$ cat src/rtl/pipe_pkg.sv
// pipe_pkg
// Shared definitions for the pipeline stage registers of the five-stage CPU:
//   - occupancy state of a two-slot stage, encoded from the slot valid bits
//   - default field widths and reset payload constants
//   - the default-width slot payload layout (stages with other widths declare
//     the same layout locally from their own parameters)
package pipe_pkg;

    localparam int DEF_INSTR_W = 32;
    localparam int DEF_PC_W    = 32;
    localparam int DEF_EXT_W   = 8;

    localparam logic [DEF_PC_W-1:0]    DEF_RESET_PC  = 32'h0000_3000;
    localparam logic [DEF_INSTR_W-1:0] DEF_NOP_INSTR = '0;

    // Values are {main.valid, skid.valid}, so the state is read straight off
    // the slot flops; 2'b01 (skid without main) is unreachable.
    typedef enum logic [1:0] {
        S_EMPTY = 2'b00,
        S_ONE   = 2'b10,
        S_TWO   = 2'b11
    } state_t;

    typedef struct packed {
        logic [DEF_INSTR_W-1:0] instr;
        logic [DEF_PC_W-1:0]    pc;
        logic [DEF_EXT_W-1:0]   ext;
    } payload_t;

endpackage

$ cat src/rtl/pipe_slot.sv
// pipe_slot
// One storage slot of a pipeline stage: a valid bit plus a payload word.
// Ports:
//   clk, reset      - clock and synchronous active-high reset
//   clear           - synchronous return to empty with the default payload
//   load            - capture load_valid / load_data
//   load_valid      - valid bit to capture
//   load_data [W]   - payload to capture
//   valid, data [W] - registered slot contents
// reset and clear have the same effect and take priority over load.
module pipe_slot #(
    parameter int            W            = 1,
    parameter logic [W-1:0]  DEFAULT_DATA = '0
) (
    input  logic         clk,
    input  logic         reset,
    input  logic         clear,
    input  logic         load,
    input  logic         load_valid,
    input  logic [W-1:0] load_data,
    output logic         valid,
    output logic [W-1:0] data
);

    // NOTE: the payload is reset along with the valid bit on purpose: an empty
    // slot must present the NOP/RESET_PC word downstream, never X.
    // NOTE: non-blocking assignments here so every flop samples pre-edge values.
    always_ff @(posedge clk) begin
        if (reset || clear) begin
            valid <= 1'b0;
            data  <= DEFAULT_DATA;
        end else if (load) begin
            valid <= load_valid;
            data  <= load_data;
        end
    end

endmodule

$ cat src/rtl/pipe_reg_skid.sv
// pipe_reg_skid
// Valid/ready pipeline stage register carrying instruction, PC and a sideband
// field. A main slot drives the outputs; a skid slot catches the one beat that
// arrives in the cycle the downstream stalls, so in_ready can come from a flop
// and still sustain one beat per cycle.
// Ports:
//   clk, reset                      - clock, synchronous active-high reset
//   flush                           - synchronous squash of all held beats
//   in_valid, in_ready              - upstream handshake (in_ready registered)
//   in_instr, in_pc, in_ext         - upstream payload
//   out_valid, out_ready            - downstream handshake
//   out_instr, out_pc, out_ext      - head beat payload
//   occupancy [2]                   - beats held (0..2)
module pipe_reg_skid
    import pipe_pkg::*;
#(
    parameter int                 INSTR_W   = DEF_INSTR_W,
    parameter int                 PC_W      = DEF_PC_W,
    parameter int                 EXT_W     = DEF_EXT_W,
    parameter logic [PC_W-1:0]    RESET_PC  = PC_W'(DEF_RESET_PC),
    parameter logic [INSTR_W-1:0] NOP_INSTR = INSTR_W'(DEF_NOP_INSTR)
) (
    input  logic               clk,
    input  logic               reset,
    input  logic               flush,
    input  logic               in_valid,
    output logic               in_ready,
    input  logic [INSTR_W-1:0] in_instr,
    input  logic [PC_W-1:0]    in_pc,
    input  logic [EXT_W-1:0]   in_ext,
    output logic               out_valid,
    input  logic               out_ready,
    output logic [INSTR_W-1:0] out_instr,
    output logic [PC_W-1:0]    out_pc,
    output logic [EXT_W-1:0]   out_ext,
    output logic [1:0]         occupancy
);

    typedef struct packed {
        logic [INSTR_W-1:0] instr;
        logic [PC_W-1:0]    pc;
        logic [EXT_W-1:0]   ext;
    } slot_t;

    localparam int    SLOT_W       = $bits(slot_t);
    localparam slot_t DEFAULT_BEAT = '{instr: NOP_INSTR, pc: RESET_PC, ext: '0};

    slot_t  in_beat;
    slot_t  main_q;
    slot_t  skid_q;
    slot_t  main_src;
    logic   main_valid;
    logic   skid_valid;
    logic   main_load;
    logic   main_clear;
    logic   skid_load;
    logic   skid_clear;
    logic   skid_valid_next;
    logic   in_ready_q;
    logic   acc;
    logic   rel;
    state_t state;

    assign in_beat = '{instr: in_instr, pc: in_pc, ext: in_ext};
    assign state   = state_t'({main_valid, skid_valid});
    assign acc     = in_valid && in_ready_q;
    assign rel     = main_valid && out_ready;

    // NOTE: every output of this block gets a default first, so no path can
    // leave a signal unassigned and infer a latch.
    always_comb begin
        main_load  = 1'b0;
        main_clear = 1'b0;
        skid_load  = 1'b0;
        skid_clear = 1'b0;
        main_src   = in_beat;
        case (state)
            S_EMPTY: begin
                if (acc) main_load = 1'b1;
            end
            S_ONE: begin
                if (acc && rel)  main_load  = 1'b1;
                else if (acc)    skid_load  = 1'b1;
                else if (rel)    main_clear = 1'b1;
            end
            S_TWO: begin
                // in_ready is low here, so only a release can happen.
                if (rel) begin
                    main_load  = 1'b1;
                    main_src   = skid_q;
                    skid_clear = 1'b1;
                end
            end
            default: ;
        endcase
    end

    pipe_slot #(
        .W            (SLOT_W),
        .DEFAULT_DATA (DEFAULT_BEAT)
    ) u_main (
        .clk        (clk),
        .reset      (reset),
        .clear      (flush || main_clear),
        .load       (main_load),
        .load_valid (1'b1),
        .load_data  (main_src),
        .valid      (main_valid),
        .data       (main_q)
    );

    pipe_slot #(
        .W            (SLOT_W),
        .DEFAULT_DATA (DEFAULT_BEAT)
    ) u_skid (
        .clk        (clk),
        .reset      (reset),
        .clear      (flush || skid_clear),
        .load       (skid_load),
        .load_valid (1'b1),
        .load_data  (in_beat),
        .valid      (skid_valid),
        .data       (skid_q)
    );

    // in_ready gets its own flop tracking !skid.valid one edge ahead, so it is
    // a pure register output with no path from out_ready.
    always_comb begin
        skid_valid_next = skid_valid;
        if (flush)           skid_valid_next = 1'b0;
        else if (skid_load)  skid_valid_next = 1'b1;
        else if (skid_clear) skid_valid_next = 1'b0;
    end

    always_ff @(posedge clk) begin
        if (reset) in_ready_q <= 1'b1;
        else       in_ready_q <= !skid_valid_next;
    end

    assign in_ready  = in_ready_q;
    assign out_valid = main_valid;
    assign out_instr = main_q.instr;
    assign out_pc    = main_q.pc;
    assign out_ext   = main_q.ext;
    assign occupancy = {1'b0, main_valid} + {1'b0, skid_valid};

endmodule

$ cat config.mk
export PLATFORM = sky130hd
export DESIGN_NAME = pipe_reg_skid
export DESIGN_NICKNAME = d
export VERILOG_FILES = /design/src/rtl/pipe_pkg.sv /design/src/rtl/pipe_slot.sv /design/src/rtl/pipe_reg_skid.sv
export SDC_FILE = /design/constraint.sdc
export NUM_CORES = 1
export LEC_CHECK = 0
export ABC_AREA = 1
export BUFFER_PORTS_ARGS = -buffer_cell sky130_fd_sc_hd__buf_4
export CORE_MARGIN = 5
export CORE_UTILIZATION = 47
export CTS_CLUSTER_SIZE = 25
export DETAILED_ROUTE_END_ITERATION = 10
export GPL_ROUTABILITY_DRIVEN = 0
export GPL_TIMING_DRIVEN = 0
export PLACE_DENSITY = 0.69
export SYNTH_ARGS = -nofsm -noshare
export SYNTH_HDL_FRONTEND = slang
export SYNTH_HIERARCHICAL = 1
export SYNTH_SLANG_ARGS = --single-unit
$ cat constraint.sdc
create_clock -name clk -period 2.78 [get_ports clk]
set_input_delay 0.139 -clock clk [delete_from_list [all_inputs] [get_ports clk]]
set_output_delay 0.139 -clock clk [all_outputs]
set_load 0.01 [all_outputs]
# Yosys cells after proc, flatten, opt, wreduce, memory -nomap -nowiden
# Index checks and enable logic that the tools add are counted.
[totals]
reg_bits = 147
latch_bits = 0
mem_bits_rw = 0
romBits = 0
word_cells = 32
memories = 0
[classes]
add_sub_neg = 1
multipliers = 0
div_mod_pow = 0
magnitude_cmp = 0
n_eq_ne = 2
shift = 0
n_mux = 15
bitwise_logic = 0
reduce_logical = 9
[op_table]
columns = ["cell", "count"]
rows = [
  ["72-bit two-way mux", 2],
  ["1-bit two-way mux", 12],
  ["2-bit equality test, second input constant", 2],
  ["1-bit logical OR", 4],
  ["1-bit logical AND", 3],
  ["1-bit one-hot mux with 3 select lines", 1],
  ["1-bit by 1-bit adder with 2-bit output", 1],
  ["2-bit logical NOT", 1],
  ["1-bit logical NOT", 1],
]

# Longest topological paths before layout
# Gate-level depths: netlist of the first run.
[logic_depth]
depth_word = 7
mapped_depth = 11
ltp_nobuf = 9

# Hierarchy
# The synthesis of the first run kept the hierarchy.
[by_module_without_submodules]
columns = ["module", "n_inst", "cells_per_inst", "area_each_um2"]
rows = [
  ["pipe_slot", 2, 459, 3006.6],
  ["pipe_reg_skid", 1, 265, 1204.9],
]

# Worst setup path before layout of the first run
# OpenSTA, ideal clock, no wires.
[synth_timing]
path_kind = "register to register"
startpoint = "register u_main.valid"
endpoint = "register u_main.data[20]"
setup_ns = 0.121
t_arrival_ns = 1.730
required_ns = 2.659
path_slack_ns = 0.929
stages_incl_launch_ff = 11
n_path_buf = 4
cell_sequence = "dfxtp_1 > ha_1 > buf_2 > nand2_1 > buf_6 > a21oi_1 > buf_4 > buf_2 > inv_1 > nand2_1 > nand3_1"
[synth_rtl]
columns = ["element", "line_no", "rtl"]
rows = [
  ["start: declaration", "pipe_slot.sv:21", "output logic valid,"],
  ["start signal: assignment", "pipe_slot.sv:33", "valid <= load_valid;"],
  ["1-bit logical AND", "pipe_reg_skid.sv:67", "assign rel = main_valid && out_ready;"],
  ["1-bit logical AND", "pipe_reg_skid.sv:82", "if (acc && rel) main_load = 1'b1;"],
  ["1-bit two-way mux", "pipe_reg_skid.sv:82", ""],
  ["1-bit one-hot mux with 3 select lines *", "pipe_reg_skid.sv:77", "case (state)"],
  ["net main_load", "pipe_reg_skid.sv:54", "logic main_load;"],
  ["end signal: assignment", "pipe_slot.sv:34", "data <= load_data;"],
  ["end: declaration", "pipe_slot.sv:22", "output logic [W-1:0] data"],
]
# Mark *: on every way through the listed nets, which the timed path passes. The rest lies on a longest branch.
# A chain may end at the register's enable or synchronous reset.

# Worst setup path in the final report of the first run
[layout_timing]
startpoint = "register u_main.valid"
endpoint = "register u_main.data[55]"
# The elaborated chain is that of the path after synthesis.

==> results.toml, run 1 <==
[detailed_routing]
firstDrtPassIters = 5
drt-total-wl_mm = 18.4
initialDrtViolationCount = 460
avgViaCountPerCell = 4.47
final_antenna_net_count = 0
vias = 6957
wire_per_inst_um = 11.8
drcViolationCount = 0

[sta]
period_needed_ns = 2.17
clock_skew_ns = 0.00493
rsz0062_at_grt = "no"
hold_violations = 0
timing.fmax_mhz = 461
period_share_pct = 78.1
slew_violations = 0
finalSetupViolations = 0
timing.final.ws_setup_ns = 0.609
relSlewSlack_pct = 65.4
tightest_slew_ns = 0.519
tns_ns = 0

[critical_path]
crit_fanout = 10
start_kind = "register"
reg2reg_from = "u_main/valid$_SDFFE_PP0P_"
reg2reg_depth = 10
end_kind = "register"
worstPathRequired_ns = 3.13
critPathSlowestCell = "dfxtp_1"
crit_path_max_incr_delay_ns = 0.43
critPathMostFrequentCell = "buf_6"
crit_type = "reg2reg"
timing.rr.end = "u_main/data[55]$_SDFFE_PP0P_"
cp.arrival_ns = 2.52
cp_cell_sequence = "ha_1 -> buf_2 -> nand2_1 -> buf_6 -> a21oi_1 -> buf_4 -> buf_6 -> buf_6 -> nor2_1 -> nor2_1"
rrSetupSlack_ns = 0.61

[final_layout]
fillers = 1552
drive_above_1_share_pct = 17.8
fin_util_pct = 60.5
antenna_cells = 0
fin_cells = 1556
nets = 1439
area_delta_synth_final_pct = 26.9

[clock_network]
cts_tree = "built"
postCtsSetupBuffers = 0
cts.clk_slew.worst_paths_ns = 0.06
max-clock-path-buffers = 2
postCtsHoldBufs = 3
h-tree-depth = 4
cts_resized = 0
cts_sinks = 147
clkLatencyLatePin_ns = 0.42
cts-root-buf = "clkbuf_16"
cts_buffers = 17

[floorplan]
ioPinCount = 153
design.die.area_um2 = 17900
row_count = 45
design.core.area_um2 = 15100
dieWidth_um = 134
start_util_pct = 47.7
die_y_um = 134

[synthesis]
synthesis.area_um2 = 7220
synth_area_per_cell_um2 = 6.10
netlist_instances = 1183
synthDistinctLibCells = 16
yosysSeqAreaShare_pct = 40.8
ys_seq_elements = 147
yosysTopAreaCell = "dfxtp_1"
yosys-top-cells-area = "dfxtp_1, nand2_1, nor2_1, inv_1, nand3_1"
yosys_warnings = 6
synth_top_cell_area_share_pct = 40.8

[hold_path]
worstHoldStart = "in_instr[19]"
min_path_type = "in2reg"
worstHoldEndpoint = "u_skid/data[59]$_SDFFE_PP0P_"
hold_depth = 5

[power_and_ir_drop]
p_per_area_nw_per_um2 = 541
ir_worst_vdd_mv = 0.395
p_leak_uw = 0.00489

[grt]
grt_use_total_pct = 20.9
grt_pass1_wl_mm = 30.4
grt-ovfl-total = 0
grt_max_degree = 17
antenna_found_initial = 0
grt_pass1_vias = 6296

[run]
cap_violations = 0

[placement]
dp_slack_ns = 0.586
hpwlAfterDp_mm = 13.0
dpl.cell_count = 1524
port-buffer-count = 152

[status]
outcome = "completed"
==> state kept, by name, summed over array words and instances, names as in the netlist <==
signal,flops
u_main/data,72
u_skid/data,72
in_ready,1
u_main/valid,1
u_skid/valid,1
==> logic make-up after synthesis <==
kind of cell	count (synthesis)	synth area share, %
compound gates	2	0.139
fa+ha+maj	4	0.693
simple gates	809	43.6
buf+inv	220	14.7
other cells	1	0.0520
flops	147	40.8
==> power by group <==
part	total, uW	internal (uW)	switching (uW)
logic	679	308	371
registers	2210	2170	34.2
clock network	2070	1240	831
==> critical path, delay by kind of cell, from the launching register on <==
family                     cells  cell delay (ns)
buffers and inverters          5             1.03
and+or+nand+nor                3             0.28
DFF                            1             0.43
adders and majority gates      1             0.20
AOI/OAI and AO/OA              1             0.15
==> layer usage <==
metal / wire, um / track usage, % / vias to the layer above
met5: 0 / 0 / -
met4: 275 / 6.74 / 0
met3: 1070 / 4.80 / 20
met2: 8280 / 33.1 / 162
met1: 8750 / 28.4 / 2987
li1: - / - / 3788
==> through the flow <==
| stage | cell area [um2] | hold WS (ns) | power (uW) |
|---|---|---|---|
| 2_1_floorplan | 7220 | 0.231 | 2660 |
| 3_3_place_gp | 8600 | 0.379 | 2930 |
| 3_5_place_dp | 8600 | 0.382 | 2930 |
| 4_1_cts | 9160 | 0.000458 | 5020 |
| 5_1_grt | 9160 | 0.0261 | 5200 |
| 6_report | 9160 | 0.0161 | 4960 |
==> layout by cell type, fill, tap and decap left out, types with 5 or more instances in the layout <==
cell,synthesis,routed
nand2_1,444,444
nor2_1,285,285
buf_4,16,168
inv_1,150,150
dfxtp_1,147,147
nand3_1,78,78
buf_2,27,27
buf_6,19,19
clkbuf_16,0,17
clkbuf_1,4,6
clkbuf_8,0,5
==> Yosys cell counts <==
master,n
a21oi_1,1
o21ai_0,1
inv_1,150
nand2_1,444
ha_1,4
nand3_1,78
nor2_4,2
nor2_1,285
inv_2,1
clkbuf_1,4
buf_2,27
dfxtp_1,147
conb_1,1
buf_6,19
buf_1,3
buf_4,16
==> area by class of cell <==
class	instances	area, um2	share of cell area [%]
plain buffers	69	495	5.41
inverters	151	567	6.19
clock inverters	5	27.5	0.301
multi-input cells	817	3220	35.1
well taps	188	235	2.57
clock buffers	24	502	5.48
flip-flops and latches	147	2940	32.1
repair buffers	155	1170	12.8
==> worst max path at each step <==
stage	from	to	slack, ns	cells past startpoint
final	u_main/valid$_SDFFE_PP0P_	u_main/data[55]$_SDFFE_PP0P_	0.61	10
after global routing	u_main/valid$_SDFFE_PP0P_	u_main/data[55]$_SDFFE_PP0P_	0.43	10
after CTS	u_main/valid$_SDFFE_PP0P_	u_main/data[55]$_SDFFE_PP0P_	0.57	10
after detailed placement	u_main/valid$_SDFFE_PP0P_	u_main/data[55]$_SDFFE_PP0P_	0.59	10
after global placement	u_main/valid$_SDFFE_PP0P_	u_main/data[20]$_SDFFE_PP1P_	0.62	10
after floorplan	u_main/valid$_SDFFE_PP0P_	u_main/data[20]$_SDFFE_PP1P_	0.93	10
Power figures use the tool's default switching activity.
==> run 2, diff against run 1 <==
--- a/config.mk
+++ b/config.mk
@@ -5,7 +5,7 @@
 export SDC_FILE = /design/constraint.sdc
 export NUM_CORES = 1
 export LEC_CHECK = 0
-export ABC_AREA = 1
+export ABC_AREA = 0
 export BUFFER_PORTS_ARGS = -buffer_cell sky130_fd_sc_hd__buf_4
 export CORE_MARGIN = 5
 export CORE_UTILIZATION = 47
@@ -13,7 +13,7 @@
 export DETAILED_ROUTE_END_ITERATION = 10
 export GPL_ROUTABILITY_DRIVEN = 0
 export GPL_TIMING_DRIVEN = 0
-export PLACE_DENSITY = 0.69
+export PLACE_DENSITY = 0.7
 export SYNTH_ARGS = -nofsm -noshare
 export SYNTH_HDL_FRONTEND = slang
 export SYNTH_HIERARCHICAL = 1
==> constraint.sdc (replaced) <==
create_clock -name clk -period 2.09 [get_ports clk]
set_input_delay 0.1045 -clock clk [delete_from_list [all_inputs] [get_ports clk]]
set_output_delay 0.1045 -clock clk [all_outputs]
set_load 0.01 [all_outputs]
==> results.toml, run 2 <==
[critical_path]
cp_cell_sequence = "ha_1 -> nand3_2 -> buf_6 -> buf_6 -> a21oi_4 -> clkbuf_16 -> buf_12 -> mux2i_1 -> nor2_1"
end_kind = "register"
start_kind = "register"
crit_type = "reg2reg"
crit_path_max_incr_delay_ns = 0.39
worstPathRequired_ns = 2.39
cp.buffers_inverters = 4
crit_fanout = 10
cp.arrival_ns = 2.26
critPathSlowestCell = "dfxtp_4"
crit_family = "buffers and inverters"
critPathMostFrequentCell = "buf_6"

[synthesis]
synthArstFlopShare_pct = 0
synthXorXnorAreaFrac_pct = 0
synth-simple-area-share_pct = 9.38
post-synth-top-count-cell = "dfxtp_1"
yosys-top-cells-area = "dfxtp_1, mux2i_1, mux2_4, nor2_1, buf_12"
synth.area.mux_share_pct = 36.5
yosysSeqAreaShare_pct = 44.6
synth_top_family_by_area = "multiplexers"
synthDistinctLibCells = 23
yosysTopAreaCell = "dfxtp_1"
ys.flop_type = "dfxtp_1"
yosys-top-cells-count = "dfxtp_1, mux2i_1, nor2_1"
netlist_instances = 571
synth_edf_count = 0
ys_seq_elements = 147
synth_top_cell_area_share_pct = 44.6
synthesis.area_um2 = 6600
synth_area_per_cell_um2 = 11.6
synth_compound_area_share_pct = 0.986
synthAdderAreaFrac_pct = 0.758
yosys_warnings = 6

[power_and_ir_drop]
p_leak_uw = 0.00414
p_per_area_nw_per_um2 = 698
ir_worst_vdd_mv = 0.866

[grt]
grt_use_total_pct = 18.6
antenna_found_initial = 0
grt_pass1_vias = 5029
grt_max_degree = 17
grt-ovfl-total = 0
grt_pass1_wl_mm = 24.5

[clock_network]
cts_buffers = 17
cts_tree = "built"
cts-root-buf = "clkbuf_16"
max-clock-path-buffers = 2
h-tree-depth = 4
cts_sinks = 147
clkLatencyLatePin_ns = 0.42
cts.clk_slew.worst_paths_ns = 0.06

[sta]
holdWs_ns = 0.0959
hold_violations = 0
rsz0062_at_grt = "no"
period_needed_ns = 1.96
finalSetupViolations = 0
period_share_pct = 93.9
timing.final.ws_setup_ns = 0.128
slew_violations = 0
timing.fmax_mhz = 510
clock_skew_ns = 0.00451

[floorplan]
die_y_um = 129
design.die.area_um2 = 16500
ioPinCount = 153
start_util_pct = 47.7
row_count = 43
design.core.area_um2 = 13800
dieWidth_um = 129

[final_layout]
reg_top3 = "u_main/data x72, u_skid/data x72"
final_cell_mix = "buf_4, dfxtp_1, nor2_1, mux2i_1, dlygate4sd3_1"
area_delta_synth_final_pct = 41.9
final_common_cell = "buf_4"
seqCellArea_um2 = 2950
antenna_cells = 0
drive_above_1_share_pct = 37.2
fin_util_pct = 67.7
nets = 905
multi_input_area_um2 = 3170
fillers = 1014

[placement]
hpwlAfterDp_mm = 10.5
port-buffer-count = 152
dp_slack_ns = -0.178

[run]
cap_violations = 0

[hold_path]
min_path_type = "in2reg"

[detailed_routing]
drcViolationCount = 0
initialDrtViolationCount = 218
wire_per_inst_um = 15.0
drt-total-wl_mm = 15.2
vias = 4843
firstDrtPassIters = 4
final_antenna_net_count = 0
avgViaCountPerCell = 4.76

[status]
outcome = "completed"
[run 2: cell types whose count changed in the layout (fill, tap and decap cells not counted), moves of 5 or more]
cell / before / now
nand2_1: 444 / 1
inv_1: 150 / 2
nor2_1: 285 / 142
mux2i_1: 0 / 141
nand3_1: 78 / 1
dlygate4sd3_1: 3 / 74
mux2_4: 0 / 47
mux2_2: 0 / 25
buf_12: 0 / 16
buf_2: 27 / 14
buf_4: 168 / 158
buf_6: 19 / 10
clkbuf_1: 6 / 1
[run 2: layout make-up]
class,instances,share of cell area [%]
Buffer,40,5.37
Clock inverter,8,0.521
Multi-Input combinational cell,383,33.8
Tap cell,180,2.40
Timing Repair Buffer,233,20.8
Sequential cell,147,31.5
Clock buffer,24,5.46
Inverter,2,0.0801
[run 2: worst paths after layout]
path | from | end | slack (ns) | cells past startpoint
worst min register to register | u_main/data[44]$_SDFFE_PP0P_ | u_main/data[44]$_SDFFE_PP0P_ | 0.49 | 2
worst max-delay path | u_main/valid$_SDFFE_PP0P_ | u_main/data[36]$_SDFFE_PP0P_ | 0.13 | 9
worst max register to register | u_main/valid$_SDFFE_PP0P_ | u_main/data[36]$_SDFFE_PP0P_ | 0.13 | 9
worst min-delay path | out_ready | in_ready$_SDFF_PP1_ | 0.1 | 3
[run 2: logic make-up (layout without fill, tap and decap cells)]
logic type	after synthesis	after routing
multiplexers	214	214
adder cells (fa/ha/maj)	4	4
AND/OR/NAND/NOR	154	154
other	1	2
buffers and inverters	42	307
flip-flops	147	147
AO/OA/AOI/OAI	9	9
[run 2: layer usage]
metal | share of wire [%] | global-route usage [%] | up-vias
li1 | - | - | 2444
met1 | 45 | 23.3 | 2278
met2 | 48 | 30.6 | 108
met3 | 6.2 | 5.60 | 13
met4 | 1.1 | 6.11 | 0
met5 | 0 | 0 | -
[run 2: where the power goes]
group          switching [uW]  total [uW]  internal (uW)
Clock                    1120        2820           1700
Sequential               32.5        2890           2860
Combinational             317         824            507
Total                    1470        6540           5070
[run 2: worst reg2reg max path, cell delays in order (launching register included)]
cell and delay (ns):
dfxtp_4 0.39, ha_1 0.20, nand3_2 0.11, buf_6 0.15, buf_6 0.16, a21oi_4 0.24
clkbuf_16 0.20, buf_12 0.14, mux2i_1 0.21, nor2_1 0.06
[run 2: what timing repair did]
action / in CTS / in global routing
gates resized for setup: 2 / 5
pin swaps: 0 / 1
setup buffers: 0 / 6
endpoints found under the setup margin: 70 / 79
hold buffers: 74 / 0
gates cloned: 0 / 1
hold endpoints to repair: 73 / 0
[run 2: through the flow]
| stage | power [uW] | area [um2] | std cells | setup TNS (ns) |
|---|---|---|---|---|
| after floorplan | 3370 | 6600 | 572 | 0 |
| after global placement | 3630 | 7970 | 904 | -7.30 |
| after detailed placement | 3650 | 7970 | 904 | -10.03 |
| after CTS | 6610 | 9280 | 1010 | 0 |
| after global routing | 6840 | 9370 | 1017 | 0 |
| final | 6540 | 9370 | 1017 | 0 |
==> run 3, diff against run 2 <==
==> constraint.sdc (replaced) <==
create_clock -name clk -period 2.09 [get_ports clk]
set_input_delay 0.3135 -clock clk [delete_from_list [all_inputs] [get_ports clk]]
set_output_delay 0.3135 -clock clk [all_outputs]
set_load 0.01 [all_outputs]
==> results.toml, run 3 (synthesis results as in run 2) <==
[sta]
rsz0062_at_grt = "no"
period_share_pct = 93.5
timing.fmax_mhz = 512
clock_skew_ns = 0.00503
hold_violations = 0
finalSetupViolations = 0
slew_violations = 0
period_needed_ns = 1.95

[floorplan]
design.die.area_um2 = 16500
dieWidth_um = 129
die_y_um = 129
row_count = 43
design.core.area_um2 = 13800
start_util_pct = 47.7
ioPinCount = 153

[run]
cap_violations = 0

[clock_network]
cts-root-buf = "clkbuf_16"
cts_tree = "built"
clkLatencyLatePin_ns = 0.41
cts.clk_slew.worst_paths_ns = 0.06
max-clock-path-buffers = 2
cts_sinks = 147
postCtsHoldBufs = 0
cts_buffers = 17
h-tree-depth = 4

[detailed_routing]
wire_per_inst_um = 15.5
vias = 4568
firstDrtPassIters = 4
drt-met1-wl_mm = 6.43
dr_wl_met3_mm = 1.15
drt-total-wl_mm = 14.6
initialDrtViolationCount = 233
dr_wl_met2_mm = 6.79
drcViolationCount = 0
avgViaCountPerCell = 4.84
final_antenna_net_count = 0
routed.top_layer = "met4"

[power_and_ir_drop]
p_per_area_nw_per_um2 = 744
power_uw = 6420
p_leak_uw = 0.00383
ir_worst_vdd_mv = 0.858

[final_layout]
nets = 831
antenna_cells = 0
reg_top3 = "u_main/data x72, u_skid/data x72"
fillers = 1130
area_delta_synth_final_pct = 30.7
drive_above_1_share_pct = 40.8
final_common_cell = "buf_4"
fin_util_pct = 62.4
final_cell_mix = "buf_4, dfxtp_1, nor2_1, mux2i_1, mux2_4"

[critical_path]
cp.arrival_ns = 2.25
worstPathRequired_ns = 2.39
end_kind = "register"
crit_fanout = 10
start_kind = "register"
reg2reg_depth = 9
crit_type = "reg2reg"

[grt]
grt-ovfl-total = 0
grt_pass1_vias = 4700
grt_max_degree = 17
grt_use_total_pct = 17.5
grt_pass1_wl_mm = 23.0
antenna_found_initial = 0

[status]
outcome = "completed"

[placement]
hpwlAfterDp_mm = 10.5
port-buffer-count = 152

[hold_path]
min_path_type = "in2reg"
hold_depth = 3
-- run 3: final cells by class --
cell class                 count  area (um2)  area share, %
clock buffer                  24         512           5.93
inverter                       2        7.51         0.0870
sequential                   147        2950           34.2
clock inverter                 8        48.8          0.566
tap                          180         225           2.61
timing repair buffer         159        1210           14.0
multi-input combinational    383        3170           36.8
buffer                        40         503           5.83
-- run 3: timing repair --
action	CTS	global route
cloned	0	1
setup endpoints to repair	70	78
pin swaps	0	1
resized for setup	2	5
buffers inserted	0	6
hold endpoints to repair	0	0
-- run 3: final timing paths --
check	startpoint	end	slack [ns]
worst min-delay path	reset	in_ready$_SDFF_PP1_	0.11
worst min register to register	u_main/data[44]$_SDFFE_PP0P_	u_main/data[44]$_SDFFE_PP0P_	0.49
worst max register to register	u_main/valid$_SDFFE_PP0P_	u_main/data[36]$_SDFFE_PP0P_	0.14
worst max-delay path	u_main/valid$_SDFFE_PP0P_	u_main/data[36]$_SDFFE_PP0P_	0.14
-- run 3: critical path, cell delays in order, from the launching register on --
cell and delay, ns:
dfxtp_4 0.39, ha_1 0.20, nand3_2 0.11, buf_6 0.15, buf_6 0.16, a21oi_4 0.23, buf_12 0.18, buf_12 0.15
mux2i_1 0.21, nor2_1 0.06
-- run 3: power breakdown --
group	internal, uW	switching [uW]	leakage (uW)
logic	417	292	0.00236
clock network	1700	1120	0.000278
registers	2860	31.8	0.00119
total	4980	1440	0.00383
-- run 3: through the flow --
step	setup slack, ns	hold WS (ns)	instances	TNS (ns)	instance area [um2]
floorplan	0.00961	0.419	572	0	6600
global placement	-0.122	0.468	904	-7.30	7970
detailed placement	-0.178	0.477	904	-10.03	7970
CTS	0.00458	0.0905	936	0	8540
global route	0.0143	0.105	943	0	8630
finish	0.136	0.112	943	0	8630
-- run 3: per-layer routing --
metal,vias to the layer above,global-route usage (%)
met5,-,0
met4,0,6.11
met3,17,6.72
met2,124,28.2
met1,2139,21.6
li1,2288,-
